$ cat config.mk
export PLATFORM = sky130hd
export DESIGN_NAME = uart_hex_display_ctrl_flat
export DESIGN_NICKNAME = d
export VERILOG_FILES = /design/src/rtl/uart_hex_display_ctrl_if.sv /design/src/rtl/uart_hex_display_ctrl.sv /design/src/flat_wrapper.sv
export SDC_FILE = /design/constraint.sdc
export NUM_CORES = 1
export LEC_CHECK = 0
export BUFFER_PORTS_ARGS = -buffer_cell sky130_fd_sc_hd__clkbuf_2
export CORE_UTILIZATION = 40
export DETAILED_ROUTE_END_ITERATION = 8
export PLACE_DENSITY = 0.62
export SLEW_MARGIN = 20
export SYNTH_ARGS = -nofsm -noshare
export SYNTH_HDL_FRONTEND = slang
export SYNTH_SLANG_ARGS = --single-unit
$ cat constraint.sdc
create_clock -name i_Clk -period 1.9 [get_ports i_Clk]
set_clock_uncertainty 0.05 [all_clocks]
set_input_delay 0.095 -clock i_Clk [delete_from_list [all_inputs] [get_ports i_Clk]]
set_output_delay 0.095 -clock i_Clk [all_outputs]
set_load 0.05 [all_outputs]
$ cat src/rtl/uart_hex_display_ctrl_if.sv
// UART byte-stream bundle between receiver/transmitter and the display ctrl.
// RX byte + valid in, TX busy in, TX request + byte out.
interface uart_hex_display_ctrl_if;
  logic       i_RX_DV;
  logic [7:0] i_RX_Byte;
  logic       i_TX_Active;
  logic       o_TX_DV;
  logic [7:0] o_TX_Byte;

  modport master (
    output i_RX_DV,
    output i_RX_Byte,
    output i_TX_Active,
    input  o_TX_DV,
    input  o_TX_Byte
  );

  modport slave (
    input  i_RX_DV,
    input  i_RX_Byte,
    input  i_TX_Active,
    output o_TX_DV,
    output o_TX_Byte
  );
endinterface

$ cat src/rtl/uart_hex_display_ctrl.sv
// UART-to-hex display: shifts received bytes into N hex digits, drives
// 7-seg glyphs, flags bad ASCII, echoes bytes through a 1-entry buffer.
module uart_hex_display_ctrl #(
  parameter int NUM_DIGITS     = 2,
  parameter int ASCII_MODE     = 1,
  parameter int SEG_ACTIVE_LOW = 1,
  parameter int ECHO_EN        = 1
) (
  input  logic                      i_Clk,
  input  logic                      i_Rst_L,
  uart_hex_display_ctrl_if.slave    uart,
  output logic [4*NUM_DIGITS-1:0]   o_Digits,
  output logic [7*NUM_DIGITS-1:0]   o_Segments,
  output logic                      o_Error,
  output logic                      o_Echo_Drop
);

  localparam int W = 4*NUM_DIGITS;
  localparam int S = 7*NUM_DIGITS;

  localparam logic [6:0] SEG_ZERO =
    (SEG_ACTIVE_LOW != 0) ? 7'h40 : 7'h3F;

  typedef enum logic [1:0] {
    S_IDLE,
    S_WAIT,
    S_ISSUE,
    S_GUARD
  } echo_st_e;

  function automatic logic [6:0] hex7(
    input logic [3:0] n
  );
    logic [6:0] g;
    case (n)
      4'h0: g = 7'h3F;
      4'h1: g = 7'h06;
      4'h2: g = 7'h5B;
      4'h3: g = 7'h4F;
      4'h4: g = 7'h66;
      4'h5: g = 7'h6D;
      4'h6: g = 7'h7D;
      4'h7: g = 7'h07;
      4'h8: g = 7'h7F;
      4'h9: g = 7'h6F;
      4'hA: g = 7'h77;
      4'hB: g = 7'h7C;
      4'hC: g = 7'h39;
      4'hD: g = 7'h5E;
      4'hE: g = 7'h79;
      default: g = 7'h71;
    endcase
    return g;
  endfunction

  logic [7:0]   b;
  logic         rx_dv;
  logic         is_dig;
  logic         is_up;
  logic         is_lo;
  logic         is_bs;
  logic         is_esc;
  logic [3:0]   nib;
  logic [W-1:0] d_nxt;
  logic         bad;

  logic [W-1:0] d_q;
  logic         err_q;
  logic [S-1:0] seg_q;

  assign b      = uart.i_RX_Byte;
  assign rx_dv  = uart.i_RX_DV;
  assign is_dig = (b >= 8'h30) && (b <= 8'h39);
  assign is_up  = (b >= 8'h41) && (b <= 8'h46);
  assign is_lo  = (b >= 8'h61) && (b <= 8'h66);
  assign is_bs  = (b == 8'h08);
  assign is_esc = (b == 8'h1B);
  assign nib    = is_dig ? b[3:0]
                         : b[3:0] + 4'd9;

  always_comb begin
    d_nxt = d_q;
    bad   = 1'b0;
    if (ASCII_MODE == 0) begin
      d_nxt = (d_q << 8) | W'(b);
    end else begin
      unique case (1'b1)
        is_dig,
        is_up,
        is_lo:  d_nxt = (d_q << 4) | W'(nib);
        is_bs:  d_nxt = d_q >> 4;
        is_esc: d_nxt = '0;
        default: bad = 1'b1;
      endcase
    end
  end

  always_ff @(posedge i_Clk or negedge i_Rst_L) begin
    if (!i_Rst_L) begin
      d_q   <= '0;
      err_q <= 1'b0;
    end else begin
      err_q <= 1'b0;
      if (rx_dv) begin
        d_q   <= d_nxt;
        err_q <= bad;
      end
    end
  end

  // Glyph stage: one register behind the digit value.
  always_ff @(posedge i_Clk or negedge i_Rst_L) begin
    if (!i_Rst_L) begin
      for (int k = 0; k < NUM_DIGITS; k++)
        seg_q[7*k +: 7] <= SEG_ZERO;
    end else begin
      for (int k = 0; k < NUM_DIGITS; k++)
        seg_q[7*k +: 7] <= (SEG_ACTIVE_LOW != 0)
                           ? ~hex7(d_q[4*k +: 4])
                           :  hex7(d_q[4*k +: 4]);
    end
  end

  echo_st_e   st_q;
  logic [7:0] buf_q;
  logic       full_q;
  logic       gcnt_q;
  logic       tx_dv_q;
  logic [7:0] tx_byte_q;
  logic       drop_q;

  logic       rx_echo;
  logic       leave;
  logic       take;

  assign rx_echo = rx_dv && (ECHO_EN != 0);
  // Leaving WAIT hands B to the transmitter on this edge, so a byte
  // arriving in the same cycle can refill the buffer.
  assign leave   = (st_q == S_WAIT) && !uart.i_TX_Active;
  assign take    = rx_echo && (!full_q || leave);

  always_ff @(posedge i_Clk or negedge i_Rst_L) begin
    if (!i_Rst_L) begin
      st_q      <= S_IDLE;
      buf_q     <= 8'h00;
      full_q    <= 1'b0;
      gcnt_q    <= 1'b0;
      tx_dv_q   <= 1'b0;
      tx_byte_q <= 8'h00;
      drop_q    <= 1'b0;
    end else begin
      tx_dv_q <= 1'b0;
      drop_q  <= rx_echo && !take;
      if (leave)
        full_q <= 1'b0;
      if (take) begin
        buf_q  <= b;
        full_q <= 1'b1;
      end
      case (st_q)
        S_IDLE: begin
          if (take)
            st_q <= S_WAIT;
        end
        S_WAIT: begin
          if (leave) begin
            st_q      <= S_ISSUE;
            tx_dv_q   <= 1'b1;
            tx_byte_q <= buf_q;
          end
        end
        S_ISSUE: begin
          st_q   <= S_GUARD;
          gcnt_q <= 1'b0;
        end
        S_GUARD: begin
          // Busy is ignored here: the transmitter raises it a cycle late.
          if (gcnt_q)
            st_q <= (full_q || take) ? S_WAIT : S_IDLE;
          else
            gcnt_q <= 1'b1;
        end
        default: st_q <= S_IDLE;
      endcase
    end
  end

  assign o_Digits       = d_q;
  assign o_Segments     = seg_q;
  assign o_Error        = err_q;
  assign o_Echo_Drop    = drop_q;
  assign uart.o_TX_DV   = tx_dv_q;
  assign uart.o_TX_Byte = tx_byte_q;

endmodule

$ cat src/flat_wrapper.sv
// flat-port wrapper written by rule: the top's interface ports become plain ports
module uart_hex_display_ctrl_flat 
#(
  parameter int NUM_DIGITS     = 2,
  parameter int ASCII_MODE     = 1,
  parameter int SEG_ACTIVE_LOW = 1,
  parameter int ECHO_EN        = 1
)
  (i_Clk, i_Rst_L, o_Digits, o_Segments, o_Error, o_Echo_Drop, uart_i_RX_DV, uart_i_RX_Byte, uart_i_TX_Active, uart_o_TX_DV, uart_o_TX_Byte);
  uart_hex_display_ctrl_if uart_i ();
  input  logic i_Clk;
  input  logic i_Rst_L;
  output logic [4*NUM_DIGITS-1:0] o_Digits;
  output logic [7*NUM_DIGITS-1:0] o_Segments;
  output logic o_Error;
  output logic o_Echo_Drop;
  input wire logic [$bits(uart_i.i_RX_DV)-1:0] uart_i_RX_DV;
  input wire logic [$bits(uart_i.i_RX_Byte)-1:0] uart_i_RX_Byte;
  input wire logic [$bits(uart_i.i_TX_Active)-1:0] uart_i_TX_Active;
  output wire logic [$bits(uart_i.o_TX_DV)-1:0] uart_o_TX_DV;
  output wire logic [$bits(uart_i.o_TX_Byte)-1:0] uart_o_TX_Byte;
  assign uart_i.i_RX_DV = uart_i_RX_DV;
  assign uart_i.i_RX_Byte = uart_i_RX_Byte;
  assign uart_i.i_TX_Active = uart_i_TX_Active;
  assign uart_o_TX_DV = uart_i.o_TX_DV;
  assign uart_o_TX_Byte = uart_i.o_TX_Byte;
  uart_hex_display_ctrl #(.NUM_DIGITS(NUM_DIGITS), .ASCII_MODE(ASCII_MODE), .SEG_ACTIVE_LOW(SEG_ACTIVE_LOW), .ECHO_EN(ECHO_EN)) u_core (.i_Clk(i_Clk), .i_Rst_L(i_Rst_L), .uart(uart_i), .o_Digits(o_Digits), .o_Segments(o_Segments), .o_Error(o_Error), .o_Echo_Drop(o_Echo_Drop));
endmodule
==> out/qor.csv, run 1 <==
stage,metric,value,unit
clock_network,post-cts-setup-buffers,0,
timing,min_period,1770,ps
setup_path,crit_path_end_kind,flip-flop,
logic_synthesis,synth_compound_area_frac,0.1351,
placement,io_buffers,44,
timing,hold_viol,0,
worst_hold_path,min_path_type,in2reg,
floorplanning,pin_count,45,
global_routing,grt_pass1_vias,1755,
clock_network,clock-sinks,45,
power,power.total,5024,uW
logic_synthesis,syn-cell-area,2371,um^2
logic_synthesis,netlist_instances,233,
clock_network,clkSlewWorstSetupHoldPaths,80,ps
timing,fmax,565.0,MHz
finish,final_common_cell,nand2_1,
logic_synthesis,synth_ff_type,dfrtp_1,
global_routing,grt_max_degree,46,
logic_synthesis,synth-xor-area-share,0.003694,
logic_synthesis,synth-edff-count,0,
global_routing,track_usage,0.1691,
global_routing,gr-total-overflow,0,
outcome,status,"finished, final reports clean",
placement,dp_cells,353,
drt,via_per_inst,4.975,
floorplanning,dieArea,6239,um^2
drt,dr.pass1.iters,4,
power,ir_worst_vdd,0.0007172,V
setup_path,cp.required,2030,ps
floorplanning,start_util,0.4228,
timing,whs,11.44,ps
flow_run,cap_violations,0,
logic_synthesis,async_flop_share,1.000,
drt,drt_iter0_drc,41,
drt,wirelength,4643,um
logic_synthesis,ys_types,47,
finish,stdcell_count,362,
timing,setup_viol,0,
clock_network,clockBufferDepth,2,
placement,post-dp-hpwl,3363,um
logic_synthesis,yosysWarnings,0,
power,power_density,1761,nW/um^2
floorplanning,fp.dieH,78.99,um
floorplanning,die-width,78.99,um
finish,fin_nets,319,
clock_network,clk_latency,300,ps
finish,stdcell_area,2853,um^2
floorplanning,core.rowCount,27,
logic_synthesis,yosys.area_share.simple,0.1551,
global_routing,grt_pass1_wl,8121,um
drt,wire_per_inst,12.83,um
drt,drcViolationCount,0,
clock_network,cts_buffers,5,
setup_path,crit_path_start_kind,flip-flop,
setup_path,critPathMaxFanout,4,
placement,place_area,2735,um^2
finish,drive_gt1_frac,0.2897,
logic_synthesis,synthMuxAreaShare,0.09446,
logic_synthesis,syn_area_per_cell,10.18,um^2
clock_network,htree_levels,2,
logic_synthesis,syn_nets,263,
finish,area_delta_synth_final,20.32,%
finish,n_antenna_cell,0,
timing,finalCritPeriodShare,0.9315,
timing,tightest_slew,561.0,ps
finish,final_cell_mix,"nand2_1 (47), clkbuf_2 (44), dfrtp_1 (43), ha_1 (18), o21ai_0 (16)",
setup_path,path_class,reg2reg,
drt,drtAntennaViolNets,0,
clock_network,cts_tree,yes,
timing,rsz0062_at_grt,false,
setup_path,cp_data_arrival_time,1900,ps
floorplanning,coreArea,5608,um^2
logic_synthesis,seq_area_frac_synth,0.4760,
logic_synthesis,synth_top_family_by_area,simple AND/OR/NAND/NOR gates,
clock_network,root_buffer,clkbuf_8,
logic_synthesis,synth_seq_cells,45,
drt,route.vias.total,1801,
timing,slew_headroom,0.6260,
power,p_leak,0.001433,uW
logic_synthesis,synthAdderAreaFrac,0.09499,
global_routing,antenna_found_initial,0,
placement,gp_congestion,0.8004,
timing,slew_violations,0,
## sequential cells by signal, summed over array words and instances, names as in the netlist, 2 cells and up
name	cells
u_core.buf_q	8
u_core.st_q	2
u_core.uart.o_TX_Byte	8
u_core.o_Segments	14
u_core.o_Digits	8
## per-stage QoR
stage / setup WS [ps] / utilization / setup TNS, ps
floorplan: 83.42 / - / 0
CTS: 107.6 / 0.5087 / 0
finish: 130.1 / 0.5087 / 0
global route: 19.91 / 0.5087 / 0
global placement: 34.16 / 0.4877 / 0
detailed placement: -26.23 / 0.4877 / -117.1
## synthesized netlist by cell type, types with 2 or more instances
library cell | count | area, um^2
a22o_1 | 2 | 17.52
a21o_1 | 3 | 22.52
mux2i_1 | 4 | 40.04
nand2_1 | 47 | 176.4
clkbuf_1 | 5 | 18.77
mux2_2 | 13 | 146.4
inv_1 | 13 | 48.80
buf_2 | 2 | 10.01
and3_1 | 2 | 12.51
ha_1 | 18 | 225.2
o21bai_1 | 2 | 15.01
o31ai_1 | 2 | 15.01
a21oi_1 | 10 | 50.05
nand2b_1 | 3 | 18.77
o21ai_1 | 3 | 15.01
dfrtp_1 | 43 | 1076
o21ai_0 | 16 | 80.08
dfstp_2 | 2 | 52.55
nor2b_1 | 4 | 25.02
nor2_1 | 12 | 45.04
## critical path: stages, from the launching register on
cell and delay [ps]:
dfrtp_1 410, inv_1 100, ha_1 180, nand2b_1 80, clkinv_1 60, o21ai_1 70, a222oi_1 400, and4b_1 260
a21oi_1 50
## final timing paths
path / from / endpoint / slack (ps) / depth (start not counted)
max in group asynchronous: i_Rst_L / u_core.o_Digits[3] / 1060 / 3
worst min register to register: u_core.buf_q[6] / u_core.uart.o_TX_Byte[6] / 420 / 2
worst max-delay path: u_core.st_q[1] / u_core.st_q[0] / 130 / 8
min in group asynchronous: i_Rst_L / u_core.uart.o_TX_Byte[4] / 350 / 3
worst min-delay path: uart_i_RX_DV / u_core.full_q / 10 / 2
worst max register to register: u_core.st_q[1] / u_core.st_q[0] / 130 / 8
## routing by layer
metal	wire, um	vias up	track usage	share of wire
li1	-	902	-	-
met1	2208	852	0.2185	0.48
met2	2189	39	0.2724	0.47
met3	149	8	0.02759	0.032
met4	95	0	0.08727	0.020
met5	0	-	0	0
## timing repair
action                                  4_1_cts  5_1_grt
resized for setup                             0        0
hold endpoints to repair                     43        0
endpoints found under the setup margin        0        1
hold buffers                                  1        0
## where the power goes
group | switching (uW) | internal, uW
sequential | 322 | 1390
clock | 320 | 390
combinational | 1770 | 828
## final cells by class
type | instances | area (um^2)
clock inverters | 2 | 35.03
inverters | 14 | 52.55
repair buffers | 58 | 327.8
well taps | 72 | 90.09
clock buffers | 6 | 72.57
multi-input cells | 165 | 1146
fillers | 531 | 2755
flip-flops and latches | 45 | 1129
## kinds of logic (layout without fill, tap and decap cells)
family,count (synthesis),after routing
and+or+nand+nor,79,79
AOI/OAI and AO/OA,48,48
xor gates and xnor gates,1,1
adders and majority gates,18,18
muxes,19,19
buffers and inverters,23,80
DFF,45,45
Power figures use the tool's default switching activity.
==> run 2, diff against run 1 <==
--- a/config.mk
+++ b/config.mk
@@ -6,9 +6,10 @@
 export NUM_CORES = 1
 export LEC_CHECK = 0
 export BUFFER_PORTS_ARGS = -buffer_cell sky130_fd_sc_hd__clkbuf_2
-export CORE_UTILIZATION = 40
+export CORE_UTILIZATION = 30
 export DETAILED_ROUTE_END_ITERATION = 8
-export PLACE_DENSITY = 0.62
+export HOLD_SLACK_MARGIN = 0.06
+export PLACE_DENSITY = 0.49
 export SLEW_MARGIN = 20
 export SYNTH_ARGS = -nofsm -noshare
 export SYNTH_HDL_FRONTEND = slang
==> run 2 against run 1 <==
Against the previous run: register-to-register slack is essentially flat; wire length grew 8.8%; clock-buffer cell count decreased by 1; combinational power is essentially flat; global-route usage shrank 3.6 points; utilization fell by 13 points; largest power group unchanged.
==> out/qor.csv, run 2 (synthesis results as in run 1) <==
stage,metric,value,unit,change
outcome,status,"finished, final reports clean",,
setup_path,critPathMaxFanout,4,,unchanged
power,p_leak,0.001444,uW,+0.79%
drt,dr.pass1.iters,4,,unchanged
timing,finalCritPeriodShare,0.9237,,-0.007798
setup_path,crit_path_start_kind,flip-flop,,
timing,slew_violations,0,,unchanged
clock_network,clockBufferDepth,2,,unchanged
setup_path,ff2ff_path_depth,8,,unchanged
finish,multi_input_area,1156,um^2,+0.87%
timing,slew_headroom,0.6488,,+0.02274
finish,regArea,1129,um^2,unchanged
placement,dp_cells,384,,+8.8%
timing,whs,90.97,ps,+79.54 ps
finish,drive_gt1_frac,0.3072,,+0.01751
global_routing,antenna_found_initial,0,,unchanged
setup_path,path_class,reg2reg,,
worst_hold_path,min_path_type,in2reg,,
finish,final_cell_mix,"nand2_1 (47), clkbuf_2 (44), dfrtp_1 (43), ha_1 (17), o21ai_0 (15)",,
global_routing,track_usage,0.1331,,-0.03596
power,power.total,4961,uW,-1.2%
drt,drtAntennaViolNets,0,,unchanged
timing,tns,0,ps,unchanged
floorplanning,dieArea,8263,um^2,+32%
clock_network,clkSlewWorstSetupHoldPaths,90,ps,about the same
placement,io_buffers,44,,unchanged
finish,stdcell_count,395,,+9.1%
global_routing,grt_max_degree,27,,-41%
floorplanning,die-width,90.90,um,+15%
timing,rsz0062_at_grt,false,,
floorplanning,coreArea,7687,um^2,+37%
floorplanning,pin_count,45,,unchanged
timing,tightest_slew,526.9,ps,-34.11 ps
placement,place_area,2793,um^2,+2.1%
global_routing,grt_pass1_wl,8776,um,+8.1%
placement,post-dp-hpwl,3696,um,+9.9%
finish,stdcell_area,2920,um^2,+2.4%
worst_hold_path,hp-start,uart_i_RX_Byte[4],,
worst_hold_path,min_path_cells,2,,unchanged
floorplanning,fp.dieH,90.90,um,+15%
timing,fmax,569.8,MHz,+0.84%
drt,via_per_inst,4.641,,-6.7%
worst_hold_path,whs_endpoint,u_core.buf_q[4],,
setup_path,crit_start,u_core.st_q[1],,
floorplanning,start_util,0.3084,,-0.1144
flow_run,cap_violations,0,,unchanged
setup_path,r2r_setup_slack,140,ps,about the same
finish,n_antenna_cell,0,,unchanged
setup_path,cp_data_arrival_time,1900,ps,about the same
finish,final_common_cell,nand2_1,,
setup_path,crit_path_end_kind,flip-flop,,
floorplanning,core.rowCount,32,,+19%
clock_network,htree_levels,2,,unchanged
clock_network,root_buffer,clkbuf_8,,
drt,wire_per_inst,12.79,um,-0.30%
setup_path,cp.required,2050,ps,+20 ps
clock_network,cts_buffers,5,,unchanged
placement,gp_congestion,0.7758,,-3.1%
timing,hold_viol,0,,unchanged
setup_path,r2r-end,u_core.st_q[0],,
global_routing,gr-total-overflow,0,,unchanged
drt,drcViolationCount,0,,unchanged
finish,area_delta_synth_final,23.17,%,
finish,fin_nets,322,,+0.94%
setup_path,worstReg2RegStart,u_core.st_q[1],,
clock_network,cts_tree,yes,,
timing,min_period,1755,ps,-14.82 ps
timing,setup_viol,0,,unchanged
clock_network,clock-sinks,45,,unchanged
finish,largest_reg_flops,14,,unchanged
power,power_density,1699,nW/um^2,-3.5%
drt,wirelength,5051,um,+8.8%
clock_network,clk_latency,300,ps,about the same
finish,num-fill-cells,795,,+50%
drt,route.vias.total,1833,,+1.8%
global_routing,grt_pass1_vias,1789,,+1.9%
power,ir_worst_vdd,0.0005530,V,-23%
drt,drt_iter0_drc,47,,+15%
[run 2: worst max-delay path: stages (launching register included)]
cell and delay [ps]:
dfrtp_1 430, inv_2 70, ha_2 200, nand2b_4 50, clkinv_1 50, o21ai_1 70
a222oi_1 420, and4b_1 270, a21oi_1 40
[run 2: worst max-delay path by stage]
stage,slack (ps),depth (start not counted),end
global route,4,8,u_core.st_q[0]
detailed placement,-4,8,u_core.o_Digits[5]
global placement,30,8,u_core.o_Digits[6]
floorplan,80,7,u_core.buf_q[3]
CTS,80,8,u_core.st_q[0]
finish,140,8,u_core.st_q[0]
[run 2: layout make-up]
| type | count | area share |
|---|---|---|
| Multi-Input combinational cell | 165 | 0.3959 |
| Clock buffer | 5 | 0.02356 |
| Tap cell | 102 | 0.04370 |
| Inverter | 14 | 0.01799 |
| Sequential cell | 45 | 0.3865 |
| Clock inverter | 3 | 0.007284 |
| Timing Repair Buffer | 61 | 0.1251 |
[run 2: layer usage]
metal  routed length, um  global-route usage  up-vias
met1                2503              0.1890      877
met5                   0                   0        -
li1                    -                   -      910
met2                2290              0.2008       40
met4                  74             0.05026        0
met3                 183             0.02441        6
[run 2: stage by stage]
stage                 util  setup WS [ps]
floorplan                -          83.42
global placement    0.3633          32.15
detailed placement  0.3633         -4.387
CTS                 0.3776          79.38
global route        0.3799          4.471
finish              0.3799          144.9
[run 2: where the power goes]
group | internal, uW | switching, uW
registers | 1390 | 342
logic | 844 | 1770
clock network | 261 | 354
[run 2: timing repair]
item | in CTS | in global routing
gates resized for setup | 0 | 4
hold buffers | 2 | 0
hold endpoints to repair | 21 | 0
buffers inserted | 0 | 1
setup endpoints to repair | 0 | 7
==> run 3, diff against run 2 <==
--- a/config.mk
+++ b/config.mk
@@ -5,9 +5,11 @@
 export SDC_FILE = /design/constraint.sdc
 export NUM_CORES = 1
 export LEC_CHECK = 0
+export ABC_AREA = 1
 export BUFFER_PORTS_ARGS = -buffer_cell sky130_fd_sc_hd__clkbuf_2
 export CORE_UTILIZATION = 30
 export DETAILED_ROUTE_END_ITERATION = 8
+export GPL_TIMING_DRIVEN = 0
 export HOLD_SLACK_MARGIN = 0.06
 export PLACE_DENSITY = 0.49
 export SLEW_MARGIN = 20
==> run 3 against run 2 <==
Against the previous run: cell area down 1.4%; wire length down 1.2%; via count up 7.0%; worst hold slack worse by 0.98 ps; combinational power down 12%; first-iteration DRC count up 36%; synthesized cell count up 26%; critical endpoint is now u_core.buf_q[6]; fmax up 3.2%; highest routed layer unchanged; synthesized area up 0.16%.
==> out/qor.csv, run 3 <==
stage,metric,value,unit,change
setup_path,crit_slowest_cell,dfrtp_1,,
setup_path,cp.required,2030,ps,-20 ps
drt,dr.pass1.iters,4,,unchanged
clock_network,clockBufferDepth,2,,unchanged
worst_hold_path,min_path_type,in2reg,,
logic_synthesis,async_flop_share,1.000,,unchanged
floorplanning,start_util,0.3089,,+0.0004883
power,seqPwrFrac,0.343,,-0.006
drt,drcViolationCount,0,,unchanged
power,power_density,1609,nW/um^2,-5.3%
setup_path,worstPathCellList,"ha_1, inv_1, nor2_2, nor2_1, nor2_1, inv_1, buf_2, o21ai_0",,
setup_path,critPathMaxFanout,10,,+6
finish,drive_gt1_frac,0.1834,,-0.1238
setup_path,crit_buf_inv,3,,+1
drt,wire_per_inst,11.07,um,-13%
setup_path,cpPeakStageDelay,450,ps,+20 ps
timing,setup_viol,0,,unchanged
placement,gp_congestion,0.8156,,+5.1%
clock_network,clkSlewWorstSetupHoldPaths,100,ps,about the same
setup_path,crit_path_end_kind,flip-flop,,
drt,route.vias.total,1962,,+7.0%
logic_synthesis,ys_top_cells_by_area,"dfrtp_1 (45%), nand2_1 (16%), ha_1 (9.5%), nand3_1 (4.8%), inv_1 (4.7%)",,
finish,final_cell_mix,"nand2_1 (101), dfrtp_1 (43), clkbuf_2 (42), inv_1 (30), nand3_1 (23)",,
clock_network,cts_tree,yes,,
logic_synthesis,synthTopCellsByCount,"nand2_1 (101), dfrtp_1 (43), inv_1 (30)",,
timing,tightest_slew,621.3,ps,+94.46 ps
logic_synthesis,synth_top_area_frac,0.4531,,-0.0007173
finish,num-fill-cells,852,,+7.2%
clock_network,cts_buffers,5,,unchanged
power,clkPwrFrac,0.159,,+0.035
logic_synthesis,synth-edff-count,0,,unchanged
setup_path,path_class,reg2reg,,
power,p_sw_frac,0.4997,,+0.002253
floorplanning,dieArea,8276,um^2,+0.15%
power,p_leak,0.001533,uW,+6.2%
global_routing,grt_max_degree,46,,+70%
floorplanning,coreArea,7687,um^2,unchanged
finish,n_antenna_cell,0,,unchanged
clock_network,htree_levels,2,,unchanged
timing,whs,89.99,ps,-0.9790 ps
power,ir_worst_vdd,0.0004350,V,-21%
timing,tns,0,ps,unchanged
timing,hold_viol,0,,unchanged
finish,area_delta_synth_final,21.23,%,
logic_synthesis,syn-cell-area,2375,um^2,+0.16%
global_routing,grt_pass1_vias,1896,,+6.0%
floorplanning,pin_count,45,,unchanged
timing,fmax,588.2,MHz,+3.2%
timing,rsz0062_at_grt,false,,
flow_run,cap_violations,0,,unchanged
setup_path,cpLargestDelayFamily,buffers and inverters,,
clock_network,clk_latency,300,ps,about the same
logic_synthesis,syn_area_per_cell,8.077,um^2,-21%
drt,drt_iter0_drc,64,,+36%
clock_network,post-cts-setup-buffers,0,,unchanged
placement,post-dp-hpwl,3666,um,-0.80%
global_routing,antenna_found_initial,0,,unchanged
placement,io_buffers,43,,-2.3%
finish,multi_input_area,1094,um^2,-5.4%
drt,drtAntennaViolNets,0,,unchanged
logic_synthesis,ys_types,28,,-40%
finish,regArea,1129,um^2,unchanged
logic_synthesis,yosysMostFrequentCell,nand2_1,,
logic_synthesis,seq_area_frac_synth,0.4752,,-0.0007524
global_routing,grt_pass1_wl,8645,um,-1.5%
finish,final_common_cell,nand2_1,,
finish,largest_reg_flops,14,,unchanged
drt,via_per_inst,4.350,,-6.3%
power,power_switching,2316,uW,-6.2%
setup_path,crit_path_start_kind,flip-flop,,
clock_network,root_buffer,clkbuf_8,,
logic_synthesis,synth_ff_type,dfrtp_1,,
logic_synthesis,synth_seq_cells,45,,unchanged
setup_path,cp_data_arrival_time,1830,ps,-70 ps
power,p_comb_frac,0.498,,-0.029
logic_synthesis,netlist_instances,294,,+26%
global_routing,track_usage,0.1295,,-0.003658
floorplanning,fp.dieH,90.97,um,about the same
logic_synthesis,yosysWarnings,0,,unchanged
global_routing,gr-total-overflow,0,,unchanged
floorplanning,die-width,90.97,um,about the same
power,intPower,2318,uW,-7.0%
finish,fin_nets,378,,+17%
clock_network,clock-sinks,45,,unchanged
logic_synthesis,syn_nets,324,,+23%
outcome,status,"finished, final reports clean",,
timing,min_period,1700,ps,-55.00 ps
drt,wirelength,4992,um,-1.2%
timing,slew_headroom,0.5858,,-0.06297
timing,slew_violations,0,,unchanged
timing,finalCritPeriodShare,0.8948,,-0.02895
logic_synthesis,yosys.area.top_type,dfrtp_1,,
floorplanning,core.rowCount,32,,unchanged
-- run 3: tightest hold or removal path: cells and delay by family --
family | cells | cell delay [ps]
compound gates | 1 | 80
buf+inv | 2 | 220
-- run 3: power by group through the flow --
stage / Combinational [uW] / Sequential [uW] / Clock, uW
4_1_cts: 2330 / 1600 / 770
2_1_floorplan: 814 / 2570 / 0
3_3_place_gp: 2300 / 1610 / 0
5_1_grt: 2550 / 1650 / 796
3_5_place_dp: 2320 / 1620 / 0
6_report: 2310 / 1590 / 737
-- run 3: layout make-up --
| class | instances | share of cell area |
|---|---|---|
| clock inverters | 3 | 0.01608 |
| multi-input cells | 210 | 0.3798 |
| plain buffers | 7 | 0.01260 |
| repair buffers | 47 | 0.08953 |
| well taps | 102 | 0.04433 |
| flip-flops and latches | 45 | 0.3920 |
| inverters | 32 | 0.04172 |
| clock buffers | 5 | 0.02390 |
-- run 3: cells by family (layout without fill, tap and decap cells) --
logic type,Yosys count,count (layout),share of synthesized area
and+or+nand+nor,155,155,0.2687
DFF,45,45,0.4752
buffers and inverters,39,94,0.06533
AOI/OAI and AO/OA,35,35,0.08852
adders and majority gates,18,18,0.09484
xor gates and xnor gates,2,2,0.007378
-- run 3: worst paths after layout --
kind | from | end | slack (ps) | depth (start not counted)
min in group asynchronous | i_Rst_L | u_core.o_Digits[3] | 320 | 2
hold reg to reg | u_core.uart.o_TX_Byte[4] | u_core.uart.o_TX_Byte[4] | 420 | 2
max in group asynchronous | i_Rst_L | u_core.buf_q[4] | 1060 | 2
setup / recovery | u_core.st_q[0] | u_core.buf_q[6] | 200 | 8
hold / removal | uart_i_RX_Byte[4] | u_core.buf_q[4] | 90 | 3
setup reg to reg | u_core.st_q[0] | u_core.buf_q[6] | 200 | 8
-- run 3: metrics by stage --
| stage | std cells | worst slack, ps | utilization | area, um^2 | total power (uW) |
|---|---|---|---|---|---|
| finish | 451 | 199.9 | 0.3745 | 2879 | 4634 |
| global route | 451 | 20.51 | 0.3745 | 2879 | 4998 |
| CTS | 451 | 45.76 | 0.3740 | 2875 | 4697 |
| detailed placement | 439 | 70.37 | 0.3538 | 2720 | 3932 |
| global placement | 439 | 92.63 | 0.3535 | 2718 | 3905 |
| floorplan | 294 | 265.2 | - | 2375 | 3380 |
-- run 3: timing repair --
item | in CTS | in global routing
endpoints found under the setup margin | 0 | 9
endpoints found under the hold margin | 46 | 0
hold buffers | 4 | 0
gates resized for setup | 0 | 5
-- run 3: layer usage --
layer  vias to the layer above  global-route usage  part of all wire
met2                        43              0.2159              0.47
met3                         5             0.02513             0.037
met1                       876              0.1697              0.48
met5                         -                   0                 0
met4                         0             0.03968             0.014
li1                       1038                   -                 -
